==> config.mk <==
export PLATFORM = sky130hd
export DESIGN_NAME = bridge_fifo_flat
export DESIGN_NICKNAME = d
export VERILOG_FILES = /design/src/rtl/bridge_fifo_if.sv /design/src/rtl/bridge_fifo.sv /design/src/flat_wrapper.sv
export SDC_FILE = /design/constraint.sdc
export NUM_CORES = 1
export LEC_CHECK = 0
export ABC_CLOCK_PERIOD_IN_PS = 6400
export CAP_MARGIN = 25
export CELL_PAD_IN_SITES_DETAIL_PLACEMENT = 0
export CELL_PAD_IN_SITES_GLOBAL_PLACEMENT = 1
export CORE_MARGIN = 5
export CORE_UTILIZATION = 50
export DETAILED_ROUTE_END_ITERATION = 6
export PLACE_DENSITY = 0.91
export SYNTH_ARGS = -nofsm -noshare
export SYNTH_HDL_FRONTEND = slang
export SYNTH_SLANG_ARGS = --single-unit
export TNS_END_PERCENT = 1
==> constraint.sdc <==
create_clock -name clk -period 6.4 [get_ports clk]
set_clock_uncertainty 0.2 [all_clocks]
set_input_delay 0.64 -clock clk [delete_from_list [all_inputs] [get_ports clk]]
set_output_delay 0.64 -clock clk [all_outputs]
set_load 0.005 [all_outputs]
==> src/rtl/bridge_fifo_if.sv <==
// Handshake and status bundle between a bridge_fifo and the logic that pushes/pops it.
// The master side drives push/pop/clr_err; the slave side (the FIFO) returns data and status.
interface bridge_fifo_if #(
    parameter int DATAWIDTH = 32,
    parameter int DEPTH     = 4
);
    logic                     push;
    logic [DATAWIDTH-1:0]     wdata;
    logic                     pop;
    logic [DATAWIDTH-1:0]     rdata;
    logic                     full;
    logic                     empty;
    logic                     almost_full;
    logic [$clog2(DEPTH):0]   count;
    logic                     clr_err;
    logic                     overflow;
    logic                     underflow;

    modport master (
        output push, wdata, pop, clr_err,
        input  rdata, full, empty, almost_full, count, overflow, underflow
    );

    modport slave (
        input  push, wdata, pop, clr_err,
        output rdata, full, empty, almost_full, count, overflow, underflow
    );
endinterface

==> src/rtl/bridge_fifo.sv <==
// Show-ahead FIFO buffering AXI-side address/data words for the APB converter.
// Wrap-bit pointers give full/empty without a separate counter register.
module bridge_fifo #(
    parameter int DATAWIDTH = 32,
    parameter int DEPTH     = 4,
    parameter int AF_LEVEL  = 3
) (
    input logic           clk,
    input logic           rst,
    bridge_fifo_if.slave  bus
);
    localparam int AW = $clog2(DEPTH);
    localparam int PW = AW + 1;

    logic [DATAWIDTH-1:0] mem [DEPTH];
    logic [PW-1:0]        wptr;
    logic [PW-1:0]        rptr;
    logic                 overflow_q;
    logic                 underflow_q;

    logic                 full_c;
    logic                 empty_c;
    logic [PW-1:0]        count_c;
    logic                 push_ok;
    logic                 pop_ok;

    assign full_c  = (wptr[AW-1:0] == rptr[AW-1:0]) && (wptr[AW] != rptr[AW]);
    assign empty_c = (wptr == rptr);
    assign count_c = wptr - rptr;

    // A push into a full FIFO is fine when the head is leaving on the same edge.
    assign push_ok = bus.push & (~full_c | bus.pop);
    assign pop_ok  = bus.pop & ~empty_c;

    always_ff @(posedge clk) begin
        if (push_ok) begin
            mem[wptr[AW-1:0]] <= bus.wdata;
        end
    end

    always_ff @(posedge clk or negedge rst) begin
        if (!rst) begin
            wptr        <= '0;
            rptr        <= '0;
            overflow_q  <= 1'b0;
            underflow_q <= 1'b0;
        end else begin
            if (push_ok) begin
                wptr <= wptr + 1'b1;
            end
            if (pop_ok) begin
                rptr <= rptr + 1'b1;
            end
            // A new error on the same edge as clr_err keeps the flag set.
            overflow_q  <= (bus.push & full_c & ~bus.pop) | (overflow_q & ~bus.clr_err);
            underflow_q <= (bus.pop & empty_c) | (underflow_q & ~bus.clr_err);
        end
    end

    assign bus.full        = full_c;
    assign bus.empty       = empty_c;
    assign bus.count       = count_c;
    assign bus.almost_full = (count_c >= PW'(AF_LEVEL));
    assign bus.rdata       = empty_c ? '0 : mem[rptr[AW-1:0]];
    assign bus.overflow    = overflow_q;
    assign bus.underflow   = underflow_q;
endmodule
==> src/flat_wrapper.sv <==
// flat-port wrapper written by rule: the top's interface ports become plain ports
module bridge_fifo_flat 
#(
    parameter int DATAWIDTH = 32,
    parameter int DEPTH     = 4,
    parameter int AF_LEVEL  = 3
)
  (clk, rst, bus_push, bus_wdata, bus_pop, bus_clr_err, bus_rdata, bus_full, bus_empty, bus_almost_full, bus_count, bus_overflow, bus_underflow);
  bridge_fifo_if #(.DATAWIDTH(DATAWIDTH), .DEPTH(DEPTH)) bus_i ();
  input logic clk;
  input logic rst;
  input wire logic [$bits(bus_i.push)-1:0] bus_push;
  input wire logic [$bits(bus_i.wdata)-1:0] bus_wdata;
  input wire logic [$bits(bus_i.pop)-1:0] bus_pop;
  input wire logic [$bits(bus_i.clr_err)-1:0] bus_clr_err;
  output wire logic [$bits(bus_i.rdata)-1:0] bus_rdata;
  output wire logic [$bits(bus_i.full)-1:0] bus_full;
  output wire logic [$bits(bus_i.empty)-1:0] bus_empty;
  output wire logic [$bits(bus_i.almost_full)-1:0] bus_almost_full;
  output wire logic [$bits(bus_i.count)-1:0] bus_count;
  output wire logic [$bits(bus_i.overflow)-1:0] bus_overflow;
  output wire logic [$bits(bus_i.underflow)-1:0] bus_underflow;
  assign bus_i.push = bus_push;
  assign bus_i.wdata = bus_wdata;
  assign bus_i.pop = bus_pop;
  assign bus_i.clr_err = bus_clr_err;
  assign bus_rdata = bus_i.rdata;
  assign bus_full = bus_i.full;
  assign bus_empty = bus_i.empty;
  assign bus_almost_full = bus_i.almost_full;
  assign bus_count = bus_i.count;
  assign bus_overflow = bus_i.overflow;
  assign bus_underflow = bus_i.underflow;
  bridge_fifo #(.DATAWIDTH(DATAWIDTH), .DEPTH(DEPTH), .AF_LEVEL(AF_LEVEL)) u_core (.clk(clk), .rst(rst), .bus(bus_i));
endmodule
==> impl_results.md <==
* Clock root buffer: clkbuf_8
* Post-layout min period at 4.112 ns
* TritonCTS Buffers at 17
* Die Height at 113.8 um
* Ys Warns at 0
* Reg2Reg Depth at 5
* Register area share after synthesis at 75.01%
* Number of global-route vias before repair at 2887
* Resized cells post-CTS at 0
* Die area at 12960 sq um
* Gate Count Post-Synth at 254
* Count of final hold-check violations at 0
* RSZ-0062 raised after global routing: false
* Post-CTS Hold Fix Bufs at 0
* # Post-CTS Setup Buffers at 0
* Reg power frac at 35.7%
* Crit Path Max Fanout at 35
* Vias per cell at 5.289
* Post-Syn Area per Cell at 21.23 sq um
* Final WL at 10030 um
* # rows at 38
* Fmax at 243.2 MHz
* Setup crit end kind: output port
* MaxCap Viol Count at 0
* Slew margin rel. at 42.34%
* Setup crit start: u_core.rptr[1]$_DFFE_PN0P_
* Flop-to-flop setup slack at 3.21 ns
* Post-route ant nets at 0
* DP Area at 6261 sq um
* Synth unique cells at 30
* Syn Nets at 299
* Wire per inst at 20.39 um
* Max rail drop VDD at 0.2547 mV
* Clock Pin Slew Worst Setup and Hold Paths at 0.06 ns
* Cell Area, Synth at 5391 sq um
* Detailed Route Iter0 Violations at 155
* Crit path to: bus_rdata[31]
* Residual DRC count at 0
* Critical Path AT at 3.27 ns
* Drt first pass iters at 4
* Clock Path Buffers at 2
* Critical Path RT at 5.56 ns
* Setup violators final at 0
* Initial Util at 50.40%
* Hold/Removal Path Class: in -> async
* First-pass GRT wire length at 15950 um
* CTS Sinks at 136
* Reg-to-Reg Start: u_core.rptr[1]$_DFFE_PN0P_
* Placer congestion estimate at 0.6861
* Pwr dens at 534.4 nW/um^2
* Pin count of the biggest net entering global routing at 36
* Tot GR Track Use at 16.96%
* Overflow after GRT at 0
* Die width at 113.8 um
* Yosys reg bits at 136
* Port Buffers at 76
* Critical R2R Capture: u_core.mem[3][29]$_DFFE_PP_
* Logic pwr share at 37.2%
* Setup TNS at 0 ns
* Leakage at 2.337 nW
* I/O pin cnt at 77
* CTS H-tree depth at 4
* Post-detail-place hpwl at 5876 um
* Final Cell Area at 6877 sq um
* Worst skew pair latency at 0.51 ns
* Clock share of power at 27.1%
* Initial antenna violation count at 0
* Internal power at 2.644 mW
* Core area at 10700 sq um
* Slew of the pin with the lowest slew margin at 0.8649 ns
* Crit Path Category: reg -> out
* Crit share post-route at 64.25%
* Switching share of power at 28.05%
* Final net count at 384
* Pins Over Slew Limit at 0
* Status: finished, final reports clean
* Startpoint types: flop
* Syn-to-layout area delta at 27.55%
* Share of layout cells above drive strength 1 at 21.31%
* Vias after detailed routing at 2602
* P_sw at 1.031 mW
* CTS tree: yes
* N_diodes at 0
==> power by group through the flow <==
| stage | clock [mW] | combinational (mW) | sequential, mW |
|---|---|---|---|
| floorplan | 0 | 0.782 | 1.25 |
| global placement | 0 | 1.36 | 1.31 |
| detailed placement | 0 | 1.38 | 1.33 |
| CTS | 1.01 | 1.40 | 1.32 |
| global route | 1.06 | 1.48 | 1.33 |
| finish | 0.997 | 1.37 | 1.31 |
==> cell type report <==
cell class / count / area [sq um]
clock buffer: 17 / 414.1
clock inverter: 15 / 201.4
fill: 709 / 3821
inverter: 7 / 26.28
multi-input combinational: 100 / 1245
sequential: 136 / 4046
tap: 140 / 175.2
timing repair buffer: 77 / 768.2
==> cells by family (layout without fill, tap and decap cells) <==
group | count (synthesis) | in the layout | share of synthesized area [%]
and+or+nand+nor | 43 | 43 | 4.897
buffers and inverters | 18 | 116 | 1.996
xor gates and xnor gates | 4 | 4 | 0.7892
adders and majority gates | 8 | 8 | 1.996
muxes | 35 | 35 | 14.06
AOI/OAI and AO/OA | 10 | 10 | 1.253
DFF | 136 | 136 | 75.01
==> stage by stage <==
step	util (%)	power [mW]	hold slack [ns]	std cells	setup slack [ns]
3_3_place_gp	58.53	2.679	0.2817	460	2.781
5_1_grt	64.28	3.878	0.2394	492	2.089
3_5_place_dp	58.53	2.711	0.2967	460	2.761
2_1_floorplan	-	2.031	0.1444	254	3.475
4_1_cts	64.28	3.728	0.2144	492	2.206
6_report	64.28	3.675	0.2262	492	2.288
==> worst max-delay path, stage by stage, from the launching register on <==
cell	delay, ns
dfrtp_2	0.91
inv_1	0.19
ha_1	0.41
nand2_1	0.08
and2b_4	0.54
nor2b_1	0.14
clkdlybuf4s50_1	0.48
==> cell usage in the layout, fill, tap and decap left out, drive strengths merged <==
master,instances
buf,1
a31o,1
xnor2,3
and3,4
dfrtp,8
clkinv,7
mux2,3
xor2,1
a21o,1
a31oi,2
ha,7
a21oi,2
nor2,1
nor2b,32
clkinvlp,2
clkbuf,17
a32o,1
edfxtp,128
bufinv,4
nand3b,1
fa,1
a22o,1
nand2,3
o21ai,2
clkdlybuf4s50,76
and2b,1
mux4,32
inv,9
or2,1
==> cells in the mapped netlist (all sizes together) <==
cell,count,share of area (%)
edfxtp,128,71
mux4,32,13
nor2b,32,3.7
buf,10,1.4
dfrtp,8,3.7
ha,7,1.6
inv,7,0.49
and3,4,0.46
mux2,3,0.70
nand2,3,0.21
xnor2,3,0.63
a21oi,2,0.19
a31oi,2,0.23
o21ai,2,0.19
a21o,1,0.14
a22o,1,0.16
a31o,1,0.16
a32o,1,0.19
and2b,1,0.19
clkbuf,1,0.070
fa,1,0.37
nand3b,1,0.14
nor2,1,0.070
or2,1,0.12
xor2,1,0.16
==> how the worst min path moves through the flow <==
stage                                              from                             end  slack [ns]  depth (start not counted)
after CTS                                           rst   u_core.bus.overflow$_DFF_PN0_        0.21                          1
after global routing                                rst   u_core.bus.overflow$_DFF_PN0_        0.24                          1
after detailed placement  u_core.bus.overflow$_DFF_PN0_   u_core.bus.overflow$_DFF_PN0_        0.30                          1
after global placement    u_core.bus.overflow$_DFF_PN0_   u_core.bus.overflow$_DFF_PN0_        0.28                          1
final                                               rst  u_core.bus.underflow$_DFF_PN0_        0.23                          1
after floorplan                                     rst   u_core.bus.overflow$_DFF_PN0_        0.14                          0
==> layer usage <==
layer | track usage [%] | vias to the layer above | share of wire, %
met5 | 0 | - | 0
met2 | 28.50 | 76 | 53
met4 | 6.651 | 0 | 1.4
li1 | - | 1186 | -
met3 | 5.464 | 14 | 6.0
met1 | 20.50 | 1326 | 39
==> state kept, by name, summed over array words and instances, names as in the netlist <==
register	flops
u_core.rptr	3
u_core.bus.underflow	1
u_core.bus.overflow	1
u_core.wptr	3
u_core.mem	128
No activity file was read; power rests on OpenSTA's default activity.
==> RTL change 1, RTL diff (same flow settings) <==
`DATAWIDTH` is set to 32 in 3 places; all go to 64.
--- a/src/rtl/bridge_fifo_if.sv
+++ b/src/rtl/bridge_fifo_if.sv
@@ -1,7 +1,7 @@
 // Handshake and status bundle between a bridge_fifo and the logic that pushes/pops it.
 // The master side drives push/pop/clr_err; the slave side (the FIFO) returns data and status.
 interface bridge_fifo_if #(
-    parameter int DATAWIDTH = 32,
+    parameter int DATAWIDTH = 64,
     parameter int DEPTH     = 4
 );
     logic                     push;
--- a/src/rtl/bridge_fifo.sv
+++ b/src/rtl/bridge_fifo.sv
@@ -1,7 +1,7 @@
 // Show-ahead FIFO buffering AXI-side address/data words for the APB converter.
 // Wrap-bit pointers give full/empty without a separate counter register.
 module bridge_fifo #(
-    parameter int DATAWIDTH = 32,
+    parameter int DATAWIDTH = 64,
     parameter int DEPTH     = 4,
     parameter int AF_LEVEL  = 3
 ) (
--- a/src/flat_wrapper.sv
+++ b/src/flat_wrapper.sv
@@ -1,7 +1,7 @@
 // flat-port wrapper written by rule: the top's interface ports become plain ports
 module bridge_fifo_flat 
 #(
-    parameter int DATAWIDTH = 32,
+    parameter int DATAWIDTH = 64,
     parameter int DEPTH     = 4,
     parameter int AF_LEVEL  = 3
 )
Ports: changed (resized bus_rdata and bus_wdata); port bits go from 77 to 141. The function was not compared with the original's and may differ.
==> RTL change 1 against the unedited design <==
- cell area up 84%
- sequential cell count up 128
- cell count up 82%
- non-clock buffer count up 68
- setup slack worse by 0.12 ns
- wire length up 88%
- die area grew 81%
- power rose by 73%
- register-to-register slack improved by 0.12 ns
- combinational power grew 85%
- sequential power is 88% higher
- area after synthesis rose by 90%
- critical path type unchanged
- critical endpoint is now bus_rdata[22]
- highest routed layer is now met5
==> RTL change 1: results <==
set metrics [dict create \
    outcome "finished clean" \
    holdWs_ns 0.201 \
    vias_per_cell 5.41 \
    synth_commonest_cells "edfxtp_1 (256), mux4_2 (64), nor2b_1 (64)" \
    fillerInstances 1403 \
    cts_buffer_depth 3 \
    leakage_nw 4.15 \
    ys.flop_type "edfxtp_1" \
    ys_types 28 \
    crit_end "bus_rdata[22]" \
    seq_area_frac_synth 0.771 \
    htree_levels 1 \
    routed_wl_mm 18.9 \
    synth_async_sr_flop_share 0.0303 \
    grt_first_pass_wirelength_mm 30.0 \
    synth.area.top_cells "edfxtp_1 (75%), mux4_2 (14%), nor2b_1 (3.9%)" \
    slowest_stage "dfrtp_4" \
    power_frac_comb 0.399 \
    path_class "flip-flop to output port" \
    hpwlAfterDp_mm 11.0 \
    reg2reg_slack_ns 3.33 \
    dpl.cell_count 849 \
    arrival_ns 3.39 \
    netlist_instances 456 \
    clockPowerShare 0.214 \
    track_usage 0.161 \
    maxSlewHeadroom 0.333 \
    largest_reg_flops 256 \
    ir_drop_mv 0.311 \
    max_stage_delay_ns 0.72 \
    p_sw_mw 1.79 \
    cp_max_fo 34 \
    final_cells 896 \
    grt_pass1_vias 5432 \
    ys_warn_count 0 \
    r2r_end "u_core.mem[1][24]" \
    r2r-start "u_core.rptr[0]" \
    reg2reg_depth 4 \
    cts.reportedPaths.clkPinSlew_ns 0.06 \
    cp_top_family "buffers and inverters" \
    pg_clk_mw 1.36 \
    antenna_found_initial 1 \
    place_area_mm2 0.0119 \
    first_pass_iters 4 \
    synth_edf_count 256 \
    max_freq_mhz 236 \
    cts_root_buf "clkbuf_16" \
    dp_slack_ns 2.63 \
    final-seq-area_mm2 0.00790 \
    synth_nets 533 \
    grt_max_degree 67 \
    drive_gt1_frac 0.187 \
    nNetsFinal 685 \
    port_buffers 140 \
    drt_iter0_drc 271 \
    cts_buffers 26 \
    place_congestion 0.758 \
]
==> RTL change 1: layout make-up <==
cell class / instances / area share
flip-flops and latches: 264 / 0.623
inverters: 7 / 0.00207
multi-input cells: 164 / 0.172
clock buffers: 31 / 0.0545
clock inverters: 15 / 0.00562
repair buffers: 145 / 0.117
well taps: 270 / 0.0266
==> RTL change 1: per-layer routing <==
metal  wire length [µm]  vias up  GRT usage  part of all wire
li1                   -     2158          -                 -
met1               7540     2486      0.214              0.40
met2               9460      173      0.269              0.50
met3               1510       27     0.0435             0.080
met4                344        2     0.0395             0.018
met5                 12        -          0           0.00064
==> RTL change 1: logic make-up (layout without fill, tap and decap cells) <==
logic type / count (synthesis) / after routing / synth area share
xor gates and xnor gates: 4 / 4 / 0.00416
DFF: 264 / 264 / 0.771
and+or+nand+nor: 75 / 75 / 0.0458
AOI/OAI and AO/OA: 10 / 10 / 0.00661
buffers and inverters: 28 / 198 / 0.0173
adders and majority gates: 8 / 8 / 0.0105
muxes: 67 / 67 / 0.144
==> RTL change 2, RTL diff (config.mk and constraints unchanged) <==
Made on the original files. Make the reset (`rst`) synchronous in one clocked block.
--- a/src/rtl/bridge_fifo.sv
+++ b/src/rtl/bridge_fifo.sv
@@ -38,7 +38,7 @@
         end
     end
 
-    always_ff @(posedge clk or negedge rst) begin
+    always_ff @(posedge clk) begin
         if (!rst) begin
             wptr        <= '0;
             rptr        <= '0;
Check against the original RTL: differs if rst is asserted again (counterexample within 4 cycles, from zero or initial values and one cycle with rst low); with rst held inactive, the same outputs for 10 cycles.
==> RTL change 2 against the unedited design <==
- cell area grew 0.49%
- synthesized cell count increased by 5.9%
- setup slack improved by 0.50 ns
- sequential cell count increased by 2
- worst hold slack improved by 0.054 ns
- area after synthesis rose by 1.2%
- wire length down 7.4%
- critical path type unchanged
- highest routed layer unchanged
Power is not compared: it rests on default switching activity, and its combinational part moved more than twofold at a synthesized area within 25%.
==> RTL change 2: results <==
set metrics [dict create \
    track_usage 0.152 \
    synth_nets 314 \
    clockBufferCount 18 \
    multi_input_area_share 0.193 \
    place_area_mm2 0.00635 \
    slowest_stage "nor2_4" \
    synth_commonest_cells "edfxtp_1 (128), nor2b_1 (33), mux4_2 (32)" \
    cp_max_fo 34 \
    buffer_area_frac 0.112 \
    dp_slack_ns 3.28 \
    netlist_instances 269 \
    routedWlPerCell_um 18.3 \
    clkCellAreaFrac 0.0804 \
    die_w_um 114 \
    buffers 78 \
    via_count 2654 \
    grt_pass1_vias 2879 \
    ys_types 31 \
    use_met2 0.251 \
    hold_class "flip-flop to flip-flop" \
    arrival_ns 2.77 \
    multi_input_gates 113 \
    cp_top_family "simple AND/OR/NAND/NOR gates" \
    routed_wl_mm 9.28 \
    outcome "finished clean" \
    worstMarginPinSlew_ns 0.900 \
    grt_use_met1 0.191 \
    syn2layout_area_growth_pct 26.6 \
]
[RTL change 2: path summary, 6_finish.rpt]
check | startpoint | to | slack (ns) | depth (start not counted)
setup / recovery | u_core.wptr[0] | bus_empty | 2.79 | 5
hold / removal | u_core.bus.underflow | u_core.bus.underflow | 0.28 | 2
setup reg to reg | u_core.wptr[0] | u_core.mem[2][0] | 3.85 | 5
hold reg to reg | u_core.bus.underflow | u_core.bus.underflow | 0.28 | 2
[RTL change 2: cells by family after synthesis]
| family | count (synthesis) | synth area share |
|---|---|---|
| and+or+nand+nor | 56 | 0.0605 |
| DFF | 138 | 0.741 |
| adders and majority gates | 8 | 0.0197 |
| AOI/OAI and AO/OA | 8 | 0.0108 |
| xor gates and xnor gates | 3 | 0.00619 |
| muxes | 38 | 0.143 |
| buffers and inverters | 18 | 0.0188 |
[RTL change 2: metal layers]
layer,wire length (µm),vias up
met5,0,-
met4,51,0
met3,429,5
met2,4840,62
met1,3960,1351
li1,-,1236
